`src/rtl/regfile_pkg.sv`:
```
// Shared constants and types for the integer register file with pending-write scoreboard.
// Contents: default address/data widths, index of the hardwired zero register,
// and fixed-width address/data typedefs for users built at the default size.
package regfile_pkg;
  localparam int ADDR_W_DEF   = 5;
  localparam int DATA_W_DEF   = 32;
  localparam int ZERO_REG_IDX = 0;

  typedef logic [ADDR_W_DEF-1:0] reg_addr_t;
  typedef logic [DATA_W_DEF-1:0] reg_data_t;
endpackage

```
`src/rtl/regfile_scoreboard_onehot_decoder.sv`:
```
// Parametrised binary-to-one-hot decoder.
// Ports: in[W-1:0] binary index, enable gate; out[2**W-1:0] one-hot,
// all zero when enable is low.
module onehot_decoder #(
  parameter int W = 5
) (
  input  logic [W-1:0]      in,
  input  logic              enable,
  output logic [2**W-1:0]   out
);
  always_comb begin
    out = '0;
    if (enable) out[in] = 1'b1;
  end
endmodule

```
`src/rtl/regfile_scoreboard.sv`:
```
// Integer register file (2 combinational read ports, 1 write port) with a
// per-register pending-write scoreboard for issue-stage hazard detection.
// Ports:
//   clk, reset                  clock, synchronous active-high reset
//   issue_valid, issue_rd       mark issue_rd busy (visible next cycle)
//   rs1/rs2_addr -> _data,_busy combinational read data and pending flag
//   hazard                      rs1_busy | rs2_busy
//   wb_valid, wb_rd, wb_data    writeback; clears the busy bit
//   wb_orphan                   registered; last writeback hit a non-pending reg
// Optional build macro REGFILE_WB_BYPASS_EN: forwards same-cycle writeback data
// to the read ports and suppresses busy for the forwarded operand.
module regfile_scoreboard
  import regfile_pkg::*;
#(
  parameter int ADDR_W   = ADDR_W_DEF,
  parameter int DATA_W   = DATA_W_DEF,
  parameter int ZERO_REG = 1
) (
  input  logic              clk,
  input  logic              reset,
  input  logic              issue_valid,
  input  logic [ADDR_W-1:0] issue_rd,
  input  logic [ADDR_W-1:0] rs1_addr,
  input  logic [ADDR_W-1:0] rs2_addr,
  output logic [DATA_W-1:0] rs1_data,
  output logic [DATA_W-1:0] rs2_data,
  output logic              rs1_busy,
  output logic              rs2_busy,
  output logic              hazard,
  input  logic              wb_valid,
  input  logic [ADDR_W-1:0] wb_rd,
  input  logic [DATA_W-1:0] wb_data,
  output logic              wb_orphan
);
  localparam int NREGS = 2**ADDR_W;
  localparam logic [ADDR_W-1:0] ZIDX = ADDR_W'(ZERO_REG_IDX);

  logic [NREGS-1:0][DATA_W-1:0] regs_q, regs_d;
  logic [NREGS-1:0]             sb_q, sb_d;
  logic                         orphan_q, orphan_d;
  logic [NREGS-1:0]             wb_we_raw, iss_set_raw;
  logic [NREGS-1:0]             wb_we_onehot, iss_set, zmask;

  onehot_decoder #(.W(ADDR_W)) u_wb_dec  (.in(wb_rd),    .enable(wb_valid),    .out(wb_we_raw));
  onehot_decoder #(.W(ADDR_W)) u_iss_dec (.in(issue_rd), .enable(issue_valid), .out(iss_set_raw));

  // Masking the decodes keeps register 0 at zero and its busy bit clear.
  always_comb begin
    zmask = '1;
    if (ZERO_REG != 0) zmask[ZERO_REG_IDX] = 1'b0;
    wb_we_onehot = wb_we_raw & zmask;
    iss_set      = iss_set_raw & zmask;
  end

  function automatic logic is_zero(input logic [ADDR_W-1:0] a);
    return (ZERO_REG != 0) && (a == ZIDX);
  endfunction

  always_comb begin
    regs_d = regs_q;
    sb_d   = sb_q;
    for (int i = 0; i < NREGS; i++) begin
      if (wb_we_onehot[i]) regs_d[i] = wb_data;
      // A new issue supersedes a writeback from the previous producer.
      if (iss_set[i])           sb_d[i] = 1'b1;
      else if (wb_we_onehot[i]) sb_d[i] = 1'b0;
    end
    orphan_d = wb_valid && !sb_q[wb_rd] && !is_zero(wb_rd);
  end

  always_ff @(posedge clk) begin
    if (reset) begin
      regs_q   <= '0;
      sb_q     <= '0;
      orphan_q <= 1'b0;
    end else begin
      regs_q   <= regs_d;
      sb_q     <= sb_d;
      orphan_q <= orphan_d;
    end
  end

  logic fwd1, fwd2;
`ifdef REGFILE_WB_BYPASS_EN
  assign fwd1 = wb_valid && (wb_rd == rs1_addr) && !is_zero(rs1_addr);
  assign fwd2 = wb_valid && (wb_rd == rs2_addr) && !is_zero(rs2_addr);
`else
  assign fwd1 = 1'b0;
  assign fwd2 = 1'b0;
`endif

  always_comb begin
    rs1_data = is_zero(rs1_addr) ? '0 : (fwd1 ? wb_data : regs_q[rs1_addr]);
    rs2_data = is_zero(rs2_addr) ? '0 : (fwd2 ? wb_data : regs_q[rs2_addr]);
    rs1_busy = !is_zero(rs1_addr) && !fwd1 && sb_q[rs1_addr];
    rs2_busy = !is_zero(rs2_addr) && !fwd2 && sb_q[rs2_addr];
    hazard   = rs1_busy | rs2_busy;
  end

  assign wb_orphan = orphan_q;
endmodule

```
`config.mk`:
```
export PLATFORM = sky130hd
export DESIGN_NAME = regfile_scoreboard
export DESIGN_NICKNAME = d
export VERILOG_FILES = /design/src/rtl/regfile_pkg.sv /design/src/rtl/regfile_scoreboard_onehot_decoder.sv /design/src/rtl/regfile_scoreboard.sv
export SDC_FILE = /design/constraint.sdc
export NUM_CORES = 2
export LEC_CHECK = 0
export BUFFER_PORTS_ARGS = -buffer_cell sky130_fd_sc_hd__buf_2
export CAP_MARGIN = 5
export CORE_MARGIN = 1
export CORE_UTILIZATION = 51
export CTS_CLUSTER_DIAMETER = 40
export DETAILED_ROUTE_END_ITERATION = 8
export HOLD_SLACK_MARGIN = 0.15
export PLACE_DENSITY = 0.67
export SLEW_MARGIN = 25
export SYNTH_ARGS = -nofsm -noshare
export SYNTH_HDL_FRONTEND = slang
export SYNTH_SLANG_ARGS = --single-unit
```
`constraint.sdc`:
```
create_clock -name clk -period 4.78 [get_ports clk]
set_input_delay 1.195 -clock clk [delete_from_list [all_inputs] [get_ports clk]]
set_output_delay 1.195 -clock clk [all_outputs]
set_load 0.05 [all_outputs]
```
# == Word level (Yosys, flattened, before mapping) ==
# Cells that the tools add are included.
# totals
register_bits,1024
inputBits,56
output_inout_bits,68
wordCells,194
# classes
magnitude_cmp,6
muxes,80
n_bitwise,1
reduce_logical,44
# op_table
cell,count
32-bit binary-select mux with 5-bit select,2
32-bit 2-to-1 mux,6
1-bit 2-to-1 mux,67
2-bit nonzero test,31
5-bit by 6-bit less-than comparator with 1-bit output (second input constant),4
1-bit binary-select mux with 5-bit select,3
5-bit zero test,3
1-bit demux with 5-bit select,2
5-bit by 1-bit greater-or-equal comparator with 1-bit output (second input constant),2
1-bit logical AND,6
1-bit zero test,4
1-bit OR,1

# == Longest topological paths before layout ==
# depth
depth_word,7
depth_mapped,9
mapped_depth_nobuf,5

# == By module ==
# From an unflattened synthesis, not the netlist that was laid out.
# hier_totals
hier_cells,4642
area_unflattened_um2,52735.6
# by_module_without_submodules
module,n_inst,cells_per_inst,area_each_um2,seq_area_each_um2
regfile_scoreboard,1,4548,52275.1,20499.7
onehot_decoder,2,47,230.2,0.0

# == Least setup slack after synthesis ==
# OpenSTA, ideal clock, no wires.
# synth_timing
kind,input port to output port
from,input port rs2_addr[1]
to,output port rs2_busy
arrival_ps,3612
t_required_ps,3585
path_slack_ps,-27
stages,9
path_buffers,4
path_cell_list,clkbuf_1 > buf_2 > buf_2 > buf_2 > nand2_1 > o32a_1 > o21ai_0 > a211oi_1 > o21ai_0
# synth_via
elab_chain_len,3
elab_cells_between_ends,5
cone_classes,mux: 2; reduce/logical: 3
# synth_rtl
item,line_no,rtl
start: declaration,regfile_scoreboard.sv:24,"input logic [ADDR_W-1:0] rs2_addr,"
1-bit binary-select mux with 5-bit select or 5-bit zero test (tied branches),"regfile_scoreboard.sv:96, regfile_scoreboard.sv:56",
1-bit 2-to-1 mux (not written as such) or 1-bit zero test (tied branches),regfile_scoreboard.sv:96,rs2_busy = !is_zero(rs2_addr) && !fwd2 && sb_q[rs2_addr];
1-bit logical AND (*),regfile_scoreboard.sv:96,
end: declaration,regfile_scoreboard.sv:28,"output logic rs2_busy,"
# Every way passes the cells marked *; elsewhere a longest branch is shown, timed or not. The select of a mux whose other input is x is not followed.

# == Worst setup path in the final report ==
# layout_timing
from,input port rs1_addr[1]
to,output port rs1_data[23]
# layout_via
elab_chain_len,3
elab_cells_between_ends,4
cone_classes,mux: 3; reduce/logical: 1
# layout_rtl
item,line_no,rtl
start: declaration,regfile_scoreboard.sv:23,"input logic [ADDR_W-1:0] rs1_addr,"
32-bit binary-select mux with 5-bit select,regfile_scoreboard.sv:93,rs1_data = is_zero(rs1_addr) ? '0 : (fwd1 ? wb_data : regs_q[rs1_addr]);
32-bit 2-to-1 mux (not written as such),regfile_scoreboard.sv:93,
32-bit 2-to-1 mux (*),regfile_scoreboard.sv:93,
end: declaration,regfile_scoreboard.sv:25,"output logic [DATA_W-1:0] rs1_data,"
# Marks and branches as above.

==> results.md <==
* Number of global-route vias before repair at 45.0k
* Routed Antenna Nets at 0
* Post-synth EDFFs at 0
* Yosys top cell area share at 39.4%
* Placed inst area at 0.0549 sq mm
* Port bufs at 123
* RSZ-0062 raised after global routing: false
* Final Setup Violations at 0
* Initial drt markers at 7465
* CTS buffer count at 141
* Setup TNS at 0 ns
* WP data required at 3.59 ns
* Clock Latency Late Sink at 0.75 ns
* Clk slew on worst S/H paths at 0.05 ns
* Wire length of the first global-routing pass at 299000 um
* Mapped cell area at 0.0520 sq mm
* Wire length per cell at 28.7 um
* Endpoint class of the critical path: primary output
* Sequential area share after synthesis at 39.4%
* Fin Hold WS at 0.464 ns
* DIE HEIGHT at 321 um
* Initial antenna violation count at 21
* Most frequent cell after synthesis: nand2_1
* Static Leak at 20.0 nW
* Starting Density at 51.7%
* Finished Core Util at 59.7%
* Top_reg_cell synth: dfxtp_1
* Largest net degree at the start of global routing at 115
* Die area at 0.103 sq mm
* Maxcap violations at 0
* Post-Syn Nets at 5810
* Fmax at 210 MHz
* Asr flop ratio synth at 0%
* CTS tree: yes
* Die W at 321 um
* Cell variety after synth at 41
* Top post-synthesis cells by count: 2025 x nand2_1, 1025 x a21oi_1, 1024 x dfxtp_1
* Yosys reg bits at 1024
* Largest fanout on the critical path at 20
* Gpl congestion at 0.953
* Worst slew margin at 20.9%
* Worst Path Arrival at 3.56 ns
* Io pins at 124
* Aggregate global-route resource usage at 39.2%
* Routed vias/inst at 6.71
* H-tree Lvls at 4
* YS warnings at 0
* Layout Cells excl Fill at 7146
* Fin. max-slew vios at 0
* Mean Syn Cell Area at 9.04 sq um
* Clk_skew at 0.0194 ns
* Drt pass-1 iters at 8
* Synthesis-to-layout area growth at 15.5%
* # Post-CTS Setup Buffers at 0
* Tmin final at 4.76 ns
* Post-route DRC violation count at 0
* HPWL Detailed at 125000 um
* Peak VDD IR at 297 uV
* Placed Instances at 6877
* Outcome: completed
* Mapped Cells at 5754
* FP Rows at 116
* Worst Hold Class: register to register
* Final Cycle Share at 99.5%
* Leading area contributor after synthesis: dfxtp_1
* Share of layout cells above drive strength 1 at 22.6%
* Design Area, Final at 0.0600 sq mm
* Slew @ Worst Pin at 1.18 ns
* Number of cells on the worst reg-to-reg path at 5
* Total Wirelength at 205000 um
* Final nets at 5719
* Hold Fails Final Rpt at 0
* Crit path kind: primary input to primary output
* Via count at 47.9k
* Power Dens Cells at 361 mW/mm^2
* CTS Sinks at 1024
* Max Root-Sink Buffers at 3
* Largest cells by area after synthesis: dfxtp_1 39%, mux4_2 23%, nand2_1 15%
* Worst hold path stage count at 2
* Core Box Area at 0.101 sq mm
* CP Launch Type: primary input
* Root buf cell: clkbuf_16
* Gr ovfl total at 0
## cell type report
class                           instances  area, sq um
Antenna cell                           14         35.0
Clock buffer                          169         3850
Clock inverter                         86         1220
Fill cell                            8473        40500
Inverter                                4         17.5
Multi-Input combinational cell       4136        29400
Sequential cell                      1024        20500
Tap cell                             1357         1700
Timing Repair Buffer                  356         3310
## worst paths after layout
kind                             startpoint      endpoint  slack [ns]
worst min register to register  regs_q[474]   regs_q[474]        0.46
worst max-delay path            rs1_addr[1]  rs1_data[23]        0.02
worst min-delay path            regs_q[474]   regs_q[474]        0.46
worst max register to register     sb_q[31]     wb_orphan        2.88
## cells in the final DEF (no fill, tap or decap), types with 4 or more instances in the layout
master / instances
nand2_1: 1993
a21oi_1: 1025
dfxtp_1: 1024
mux4_2: 529
buf_4: 172
clkbuf_16: 145
buf_2: 109
mux2_2: 106
mux2i_1: 75
buf_12: 70
a22o_1: 65
nor2_1: 42
o21ai_0: 35
o22ai_1: 33
o221ai_1: 32
nand2_2: 31
nor2_4: 31
a22oi_1: 31
nand2b_1: 29
o21a_1: 26
bufinv_16: 22
clkinv_2: 16
diode_2: 14
clkinvlp_4: 14
clkbuf_8: 13
inv_6: 12
clkinv_4: 11
clkbuf_1: 11
nor3b_1: 6
and3_1: 5
clkinv_8: 5
nor3_1: 4
nand3b_1: 4
nand3_1: 4
and3b_1: 4
inv_8: 4
buf_8: 4
## what timing repair did
item                                    CTS  global route
pin swaps                                 0             0
resized for setup                         1             1
endpoints found under the hold margin     0             0
hold buffers                              0             0
endpoints found under the setup margin    4             1
cloned                                    0             0
## layer usage
layer	wire, um	share of wire (%)	track usage (%)
met5	143	0.070	0
met1	72600	35	50.4
met2	87200	43	56.8
met3	30200	15	12.5
met4	14600	7.1	24.9
## per-stage QoR
| stage | power, mW | setup slack (ns) |
|---|---|---|
| floorplan | 9.87 | 0.273 |
| global placement | 10.5 | -0.0133 |
| detailed placement | 10.5 | -0.0293 |
| CTS | 21.7 | 0.0975 |
| global route | 22.2 | 0.0324 |
| finish | 21.7 | 0.0233 |
## kinds of logic (layout without fill, tap and decap cells)
group | after synthesis | count (layout) | synth area share (%)
buffers and inverters | 594 | 615 | 4.66
AOI/OAI and AO/OA | 1258 | 1258 | 13.2
other | 0 | 14 | 0
DFF | 1024 | 1024 | 39.4
and+or+nand+nor | 2168 | 2168 | 16.0
muxes | 710 | 710 | 26.7
## critical path, cell delays in order
cell,delay [ns]
buf_8,0.12
or2_2,0.64
buf_4,0.33
o221ai_1,0.33
o21ai_0,0.16
a21oi_1,0.20
mux2_2,0.27
buf_2,0.29
## state kept, by name (all words and copies together) (netlist names)
name,count
regs_q,992
sb_q,31
wb_orphan,1
## power breakdown
part	internal, mW	leakage (nW)	switching [mW]	total (mW)
Sequential	8.60	8.25	0.0523	8.66
Clock	7.02	2.45	4.29	11.3
Combinational	0.543	9.27	1.16	1.71
No activity file was read; power rests on OpenSTA's default activity.
